$ cat src/rtl/mem_access_unit_pkg.sv
`default_nettype none
// ============================================================================
//  Package : mem_access_unit_pkg
//  Brief   : State codes, access-size codes and shared helpers for the
//            data-memory access stage.
//  Rev     : 1.0  initial release
// ============================================================================
package mem_access_unit_pkg;

  localparam logic [1:0] C_STATE_IDLE = 2'd0;
  localparam logic [1:0] C_STATE_WAIT = 2'd1;
  localparam logic [1:0] C_STATE_DONE = 2'd2;

  localparam logic [1:0] C_SIZE_WORD = 2'd0;
  localparam logic [1:0] C_SIZE_HALF = 2'd1;
  localparam logic [1:0] C_SIZE_BYTE = 2'd2;

  localparam logic [31:0] C_DEADBEEF = 32'hDEADBEEF;

  typedef logic [1:0] memSize_t;

  // Reserved size code 3 falls into the word case.
  function automatic logic isAligned(input memSize_t size, input logic [1:0] byteOff);
    case (size)
      C_SIZE_HALF: return ~byteOff[0];
      C_SIZE_BYTE: return 1'b1;
      default:     return (byteOff == 2'b00);
    endcase
  endfunction

endpackage
`default_nettype wire

$ cat src/rtl/mem_access_unit_lane_align.sv
`default_nettype none
// ============================================================================
//  Module : mem_access_unit_lane_align
//  Brief  : Combinational byte-lane logic: store byte enables and data
//           replication, load lane select with sign/zero extension.
//  Rev    : 1.0  initial release
// ============================================================================
module mem_access_unit_lane_align
  import mem_access_unit_pkg::*;
(
  input  logic [1:0]  memDataSize,
  input  logic        memBitExtend,
  input  logic [1:0]  byteOff,
  input  logic [31:0] wdata,
  input  logic [31:0] memRdata,
  output logic [3:0]  laneBe,
  output logic [31:0] laneWdata,
  output logic [31:0] loadData
);

  logic [7:0]  w_loadByte;
  logic [15:0] w_loadHalf;

  assign w_loadByte = memRdata[{byteOff, 3'b000} +: 8];
  assign w_loadHalf = byteOff[1] ? memRdata[31:16] : memRdata[15:0];

  always_comb begin
    laneBe    = 4'b1111;
    laneWdata = wdata;
    loadData  = memRdata;
    case (memDataSize)
      C_SIZE_HALF: begin
        laneBe    = byteOff[1] ? 4'b1100 : 4'b0011;
        laneWdata = {2{wdata[15:0]}};
        loadData  = {{16{~memBitExtend & w_loadHalf[15]}}, w_loadHalf};
      end
      C_SIZE_BYTE: begin
        laneBe    = 4'b0001 << byteOff;
        laneWdata = {4{wdata[7:0]}};
        loadData  = {{24{~memBitExtend & w_loadByte[7]}}, w_loadByte};
      end
      default: ;
    endcase
  end

endmodule
`default_nettype wire

$ cat src/rtl/mem_access_unit.sv
`default_nettype none
// ============================================================================
//  Module : mem_access_unit
//  Brief  : Load/store stage turning decoder requests into a req/ack word bus
//           transaction, stalling the pipeline until completion.
//  Config : MEM_ACCESS_TIMEOUT_EN adds a WAIT-state timeout with bus_error.
//  Rev    : 1.0  initial release
// ============================================================================
module mem_access_unit
  import mem_access_unit_pkg::*;
#(
  parameter int unsigned MEM_ADDR_BITS  = 11,
  parameter int unsigned TIMEOUT_CYCLES = 15
) (
  input  logic                     clk,
  input  logic                     rst_n,
  input  logic                     memRead,
  input  logic                     memWrite,
  input  logic [1:0]               memDataSize,
  input  logic                     memBitExtend,
  input  logic [31:0]              addr,
  input  logic [31:0]              wdata,
  output logic [31:0]              rdata,
  output logic                     stall,
  output logic                     misaligned,
  output logic                     bus_error,
  output logic                     mem_req,
  output logic                     mem_we,
  output logic [MEM_ADDR_BITS-1:0] mem_addr,
  output logic [3:0]               mem_be,
  output logic [31:0]              mem_wdata,
  input  logic [31:0]              mem_rdata,
  input  logic                     mem_ack
);

  logic [1:0]               r_state;
  logic [1:0]               w_nextState;
  logic                     w_acc;
  logic                     w_aligned;
  logic                     w_start;
  logic                     w_timeout;
  logic [3:0]               w_laneBe;
  logic [31:0]              w_laneWdata;
  logic [31:0]              w_loadData;
  logic [31:0]              r_rdata;
  logic                     r_misaligned;
  logic                     r_memReq;
  logic                     r_memWe;
  logic [MEM_ADDR_BITS-1:0] r_memAddr;
  logic [3:0]               r_memBe;
  logic [31:0]              r_memWdata;
  logic                     w_unusedAddrBits;

  assign w_acc            = memRead | memWrite;
  assign w_aligned        = isAligned(memDataSize, addr[1:0]);
  assign w_start          = w_acc & w_aligned;
  assign w_unusedAddrBits = ^addr[31:MEM_ADDR_BITS+2];

  mem_access_unit_lane_align u_laneAlign (
    .memDataSize  (memDataSize),
    .memBitExtend (memBitExtend),
    .byteOff      (addr[1:0]),
    .wdata        (wdata),
    .memRdata     (mem_rdata),
    .laneBe       (w_laneBe),
    .laneWdata    (w_laneWdata),
    .loadData     (w_loadData)
  );

  always_ff @(posedge clk or negedge rst_n) begin
    if (!rst_n) begin
      r_state <= C_STATE_IDLE;
    end else begin
      r_state <= w_nextState;
    end
  end

  always_comb begin
    w_nextState = C_STATE_IDLE;
    case (r_state)
      C_STATE_IDLE: w_nextState = w_start ? C_STATE_WAIT : C_STATE_IDLE;
      C_STATE_WAIT: w_nextState = (mem_ack | w_timeout) ? C_STATE_DONE : C_STATE_WAIT;
      default:      w_nextState = C_STATE_IDLE;
    endcase
  end

  always_comb begin
    stall = 1'b0;
    case (r_state)
      C_STATE_IDLE: stall = w_start;
      C_STATE_WAIT: stall = 1'b1;
      default:      stall = 1'b0;
    endcase
  end

  // Bus outputs are registered at launch and held untouched through WAIT.
  always_ff @(posedge clk or negedge rst_n) begin
    if (!rst_n) begin
      r_rdata      <= '0;
      r_misaligned <= 1'b0;
      r_memReq     <= 1'b0;
      r_memWe      <= 1'b0;
      r_memAddr    <= '0;
      r_memBe      <= '0;
      r_memWdata   <= '0;
    end else begin
      r_misaligned <= 1'b0;
      case (r_state)
        C_STATE_IDLE: begin
          if (w_start) begin
            r_memReq   <= 1'b1;
            r_memWe    <= memWrite;
            r_memAddr  <= addr[MEM_ADDR_BITS+1:2];
            r_memBe    <= w_laneBe;
            r_memWdata <= w_laneWdata;
          end else if (w_acc) begin
            r_misaligned <= 1'b1;
            r_rdata      <= '0;
          end
        end
        C_STATE_WAIT: begin
          if (mem_ack) begin
            r_memReq <= 1'b0;
            if (!r_memWe) begin
              r_rdata <= w_loadData;
            end
          end else if (w_timeout) begin
            r_memReq <= 1'b0;
            r_rdata  <= C_DEADBEEF;
          end
        end
        default: ;
      endcase
    end
  end

`ifdef MEM_ACCESS_TIMEOUT_EN
  localparam int unsigned C_CNT_BITS = (TIMEOUT_CYCLES < 16) ? 4 : $clog2(TIMEOUT_CYCLES + 1);
  localparam logic [C_CNT_BITS-1:0] C_TIMEOUT_LAST = C_CNT_BITS'(TIMEOUT_CYCLES - 1);

  logic [C_CNT_BITS-1:0] r_waitCnt;
  logic                  r_busError;

  // Counter holds the number of ack-less WAIT cycles already elapsed.
  assign w_timeout = (r_state == C_STATE_WAIT) && !mem_ack && (r_waitCnt == C_TIMEOUT_LAST);
  assign bus_error = r_busError;

  always_ff @(posedge clk or negedge rst_n) begin
    if (!rst_n) begin
      r_waitCnt  <= '0;
      r_busError <= 1'b0;
    end else begin
      r_busError <= w_timeout;
      if (r_state != C_STATE_WAIT) begin
        r_waitCnt <= '0;
      end else if (!mem_ack) begin
        r_waitCnt <= r_waitCnt + C_CNT_BITS'(1);
      end
    end
  end
`else
  logic w_unusedTimeoutParam;

  assign w_timeout            = 1'b0;
  assign bus_error            = 1'b0;
  assign w_unusedTimeoutParam = TIMEOUT_CYCLES[0];
`endif

  assign rdata      = r_rdata;
  assign misaligned = r_misaligned;
  assign mem_req    = r_memReq;
  assign mem_we     = r_memWe;
  assign mem_addr   = r_memAddr;
  assign mem_be     = r_memBe;
  assign mem_wdata  = r_memWdata;

endmodule
`default_nettype wire
$ cat config.mk
export PLATFORM = sky130hd
export DESIGN_NAME = mem_access_unit
export DESIGN_NICKNAME = d
export VERILOG_FILES = /design/src/rtl/mem_access_unit_pkg.sv /design/src/rtl/mem_access_unit_lane_align.sv /design/src/rtl/mem_access_unit.sv
export SDC_FILE = /design/constraint.sdc
export NUM_CORES = 1
export LEC_CHECK = 0
export BUFFER_PORTS_ARGS = -buffer_cell sky130_fd_sc_hd__buf_2
export CORE_MARGIN = 5
export CORE_UTILIZATION = 30
export DETAILED_ROUTE_END_ITERATION = 10
export PLACE_DENSITY = 0.53
export SLEW_MARGIN = 30
export SYNTH_ARGS = -nofsm -noshare
export SYNTH_HDL_FRONTEND = slang
export SYNTH_SLANG_ARGS = --single-unit
$ cat constraint.sdc
create_clock -name clk -period 2.7 [get_ports clk]
set_input_delay 0.135 -clock clk [delete_from_list [all_inputs] [get_ports clk]]
set_output_delay 0.135 -clock clk [all_outputs]
set_load 0.01 [all_outputs]
After elaboration in Yosys (flattened, before gate mapping)
Index checks and enable logic that the tools add are counted.
Word-level totals
  bits of input ports: 104
  register bits: 84
  logic and storage cells: 51
Cells by class
  equal/unequal tests: 8
  bitwise operators: 6
  muxes and demuxes: 21
  shifts and indexed selects: 2
  reduce and logical (&&, ||, !) cells: 6
Operators with widths (number)
  one-hot mux 32 bit (2 select lines): 3
  two-way mux 32 bit: 4
  variable part select 32 x 6 -> 8 bit: 1
  two-way mux 16 bit: 1
  inequality test 2 bit, second input constant: 5
  one-hot mux 4 bit (2 select lines): 1
  two-way mux 1 bit: 6
  one-hot mux 1 bit (2 select lines): 3
  AND reduction 5 bit: 1
  equality test 2 x 1 -> 1 bit, second input constant: 2
  zero test 2 bit: 2
  two-way mux 4 bit: 1
  one-hot mux 2 bit (2 select lines): 1
  << shifter 1 x 2 -> 4 bit, first input constant: 1
  bitwise AND 1 bit: 3
  AND reduction 3 bit: 1
  equality test 2 bit, second input constant: 1
  two-way mux 2 bit: 1
  NOT 1 bit: 2
  AND reduction 2 bit: 1
  nonzero test 2 bit: 1
  bitwise OR 1 bit: 1

Longest topological paths before layout
  word-level depth: 6
  mapped depth: 9
  depth with buffers taken out: 6

Modules after synthesis
From an unflattened synthesis, not the netlist that was laid out.
Second synthesis, totals
  cells, all modules: 431
  area, all modules: 4636.9 um2
Modules (own cells, without submodules)
  mem_access_unit: area each 3512.1 um2, cells an instance 263, instances 1
  mem_access_unit_lane_align: area each 1124.8 um2, cells an instance 168, instances 1

Worst setup path before layout
OpenSTA, ideal clock, no wires.
  kind: input to register
  start: input port memDataSize[0]
  end: register r_rdata[22], in the netlist rdata[22]
  arrival time: 1611 ps
  setup time: 125 ps
  slack: 964 ps
  cell stages on the path: 8
  buffers on the path: 3
  cells stage by stage: inv_1 ha_1 o31ai_2 buf_6 a21o_1 buf_6 buf_12 mux2_4
On the way
  word-level cells in the longest chain between the ends: 5
  elaborated cells between the ends (all ways): 10
  those cells by class: eq/ne: 3; mux: 5; bitwise: 1; reduce/logical: 1
Ends and longest elaborated chain
  start: declaration: line mem_access_unit.sv:19  | input logic [1:0] memDataSize,
  equality test 2 bit / equality test 2 x 1 -> 1 bit (equally long branches): line mem_access_unit_pkg.sv:24, mem_access_unit_lane_align.sv:31
  one-hot mux 1 bit (2 select lines) / one-hot mux 32 bit (2 select lines) (equally long branches): line mem_access_unit_pkg.sv:24, mem_access_unit_lane_align.sv:31
  bitwise AND 1 bit / two-way mux 32 bit (equally long branches): line mem_access_unit.sv:56, mem_access_unit.sv:124
  inequality test 2 bit (no line) / two-way mux 32 bit (equally long branches)
  AND reduction 5 bit (no line) / one-hot mux 32 bit (2 select lines) (equally long branches)
  end signal: assignment: line mem_access_unit.sv:125  | r_rdata <= w_loadData;
  end: declaration: line mem_access_unit.sv:45  | logic [31:0] r_rdata;
Parallel ways exist; a longest one is shown, timed or not. The select of a mux whose other input is x is not followed.
A chain may end at the register's enable or synchronous reset.

Worst setup path in the final report
  start: register r_state[0]
  end: output port stall
On the way
  word-level cells in the longest chain between the ends: 2
  elaborated cells between the ends (all ways): 3
  those cells by class: eq/ne: 1; mux: 1; reduce/logical: 1
Ends and longest elaborated chain
  start: declaration: line mem_access_unit.sv:36  | logic [1:0] r_state;
  start signal: assignment: line mem_access_unit.sv:74  | r_state <= w_nextState;
  equality test 2 x 1 -> 1 bit / zero test 2 bit (equally long branches): line mem_access_unit.sv:89  | case (r_state)
  one-hot mux 1 bit (2 select lines) *: line mem_access_unit.sv:89
  end: declaration: line mem_access_unit.sv:24  | output logic stall,
Every way passes the cells marked *; elsewhere a longest branch is shown, timed or not.

==> impl_results.rst <==
.. list-table::
   :header-rows: 1

   * - Metric
     - Value
   * - Starting density of the core
     - 30.5%
   * - Clock period minus final worst setup slack
     - approximately 2200 ps
   * - Via density per instance
     - 4.97
   * - Area grow syn2layout
     - 30.3%
   * - Remaining antenna violation count after routing
     - 0
   * - Core ar.
     - between 10000 and 15000 sq um
   * - Largest net degree at the start of global routing
     - between 80 and 90
   * - Pre-CTS WS
     - 547 ps
   * - Leakage power figure
     - 2.85 nW
   * - RSZ-0062 raised after global routing
     - no
   * - Antenna violations before repair
     - 2
   * - Net count after synthesis
     - 502
   * - Period utilisation layout
     - roughly 80%
   * - Mapped Cells
     - 395
   * - # H-tree levels
     - 3
   * - Height of the chip
     - 131 um
   * - Remaining routing DRC violations
     - 0
   * - # clock sinks
     - 84
   * - Number of violations of the max-capacitance limit
     - 0
   * - Number of global-route vias before repair
     - approximately 3800
   * - Count of non-filler cells in the finished layout
     - 745
   * - Critical Path Start Type
     - flip-flop
   * - Tightest Hold Check Type
     - in2reg
   * - Final worst-path setup slack
     - about 550 ps
   * - Chip width
     - 131 um
   * - Worst Skew
     - 4.80 ps
   * - Dpl cells
     - between 700 and 800
   * - Worst-Margin Slew
     - 838 ps
   * - Maximum number of buffers from clock root to sink
     - 2
   * - Nets
     - about 660
   * - VDD IR max
     - approximately 0.38 mV
   * - F_max
     - roughly 460 MHz
   * - Routed WL per cell
     - roughly 18 um
   * - Post-synthesis register bit count
     - between 80 and 90
   * - Worst hold slack
     - around 17 ps
   * - Outcome
     - finished, final reports clean
   * - Crit path capture type
     - output pin
   * - Total GRT Usage
     - roughly 15%
   * - Share of layout cells above drive strength 1
     - a little under half
   * - Seq/Total Area, Yosys
     - a little under half
   * - Clk root buf
     - clkbuf_16
   * - Cell area after technology mapping
     - 4410 sq um
   * - Clock-pin slew of the registers on the worst-case setup and hold paths
     - around 60 ps
   * - Synthesis Warnings
     - 0
   * - Max-slew violation count
     - 0
   * - Total negative setup slack
     - 0 ps
   * - Distinct cell type count of the synthesized netlist
     - 40
   * - TritonRoute pass-1 iters
     - 4
   * - Via count
     - 3702
   * - Clock tree from TritonCTS
     - done
   * - Final RePlAce weighted congestion
     - 0.817
   * - Cts bufs inserted
     - 9
   * - Half-perimeter wire length after placement
     - 9720 um
   * - Data arrival time at the worst-slack endpoint
     - roughly 2000 ps
   * - First-pass GRT wire length
     - around 21000 um
   * - Required time worst endpoint
     - around 2600 ps
   * - Critical-path maximum fanout
     - between 50 and 60
   * - Total congestion overflow after global routing
     - 0
   * - Synth Area per Inst
     - roughly 11 sq um
   * - Buffers added on ports
     - approximately 170
   * - Insertion delay of the later-clocked pin in the worst-skew pair
     - approximately 350 ps
   * - Final number of hold-violating endpoints
     - 0
   * - Wirelength, routed
     - ~13000 um
   * - # setup viols final
     - 0
   * - Die ar.
     - between 15000 and 20000 sq um
   * - Power after layout
     - approximately 5.5 mW
   * - Number of ports placed on the die boundary
     - between 150 and 200
   * - Number of DRC markers in iteration 0
     - roughly 150
   * - Post-CTS repair timing setup buffer count
     - 0
   * - Pwr/cell area
     - between 900 and 1000 nW/um^2
   * - Number of rows created at floorplan
     - 44
   * - Rel. slew slack
     - 44.2%
   * - Worst Setup Path Type
     - reg2out
-- registers in the layout (all words and copies together), names as in the netlist --
register,count
mem_wdata,32
mem_addr,11
mem_we,1
rdata,32
mem_be,4
r_state,2
mem_req,1
misaligned,1
-- logic make-up after synthesis --
| family | after synthesis | synth area share (%) |
|---|---|---|
| buffers and inverters | 60 | 6.60 |
| adder cells (fa/ha/maj) | 3 | 0.850 |
| multiplexers | 74 | 19.8 |
| flip-flops | 84 | 47.6 |
| AND/OR/NAND/NOR | 54 | 5.41 |
| AO/OA/AOI/OAI | 119 | 19.6 |
| other | 1 | 0.0850 |
-- Yosys cell counts, drive strengths merged --
cell | number | area share [%]
nor3 | 2 | 0.34
inv | 29 | 2.5
a32o | 7 | 1.6
nand3b | 1 | 0.17
nand2 | 24 | 2.0
mux2 | 65 | 18
ha | 3 | 0.85
o21bai | 1 | 0.17
o31ai | 2 | 0.45
clkinv | 1 | 0.085
o21ai | 19 | 2.2
a21oi | 28 | 3.2
buf | 14 | 2.7
a221oi | 8 | 1.6
dfrtp | 84 | 48
a311oi | 1 | 0.20
a22o | 25 | 5.0
a31oi | 7 | 0.99
clkbuf | 16 | 1.4
nor2b | 5 | 0.71
o21a | 1 | 0.17
a32oi | 1 | 0.20
o2bb2ai | 1 | 0.34
o221ai | 7 | 1.4
a211oi | 8 | 1.5
a2bb2oi | 1 | 0.34
mux2i | 9 | 2.0
conb | 1 | 0.085
nor2 | 17 | 1.4
a21o | 2 | 0.34
nand2b | 3 | 0.43
and2 | 2 | 0.28
-- final cells by class --
cell class              instances  area (sq um)
fillers                      1439          8730
clock inverters                 4          72.6
clock buffers                  12           246
well taps                     184           230
repair buffers                179           950
inverters                      30           113
diodes                          1          2.50
flip-flops and latches         84          2100
multi-input cells             251          2030
-- layer usage --
layer  track usage, %  wire [um]  up-vias
li1                 -          -     1766
met1             19.6       5810     1779
met2             23.2       6100      139
met3             5.62       1200       16
met4             5.83        261        2
met5                0          9        -
-- where the power goes --
group / leakage (nW) / internal, mW / switching, mW / total, mW
Clock: 0.153 / 0.835 / 0.518 / 1.35
Combinational: 1.65 / 1.02 / 1.07 / 2.09
Sequential: 1.05 / 1.79 / 0.269 / 2.06
-- critical path, stage by stage, from the launching register on --
cell and delay (ps):
dfrtp_1 390, nor3_1 270, nor2b_4 190, buf_4 510
nand2b_1 180, buf_2 120
-- stage by stage --
| step | util [%] | area, sq um |
|---|---|---|
| final | 39.7 | 5750 |
| after CTS | 39.7 | 5750 |
| after detailed placement | 37.4 | 5410 |
| after floorplan | - | 4410 |
| after global routing | 39.7 | 5750 |
| after global placement | 37.3 | 5400 |
-- final timing paths --
path                       startpoint       endpoint  slack (ps)  cells past startpoint
max reg2reg                r_state[0]  mem_wdata[30]         760                      4
max                        r_state[0]          stall         550                      5
min reg2reg                  rdata[9]       rdata[9]         490                      1
min in group asynchronous       rst_n     misaligned         370                      2
max in group asynchronous       rst_n       rdata[3]        1690                      2
min                           addr[9]    mem_addr[7]          20                      2
-- timing repair --
item	CTS	global route
gates resized for setup	0	0
hold endpoints to repair	85	0
hold buffers	2	0
setup endpoints to repair	0	0
-- placed cells by master (no fill, tap or decap), types with 8 or more instances in the layout --
| cell | count |
|---|---|
| buf_2 | 166 |
| dfrtp_1 | 84 |
| mux2_2 | 51 |
| inv_1 | 29 |
| a21oi_1 | 28 |
| a22o_1 | 25 |
| nand2_1 | 24 |
| o21ai_0 | 18 |
| nor2_1 | 17 |
| mux2_4 | 14 |
| mux2i_1 | 9 |
| clkbuf_16 | 9 |
| buf_4 | 9 |
| a221oi_1 | 8 |
Power figures use the tool's default switching activity.
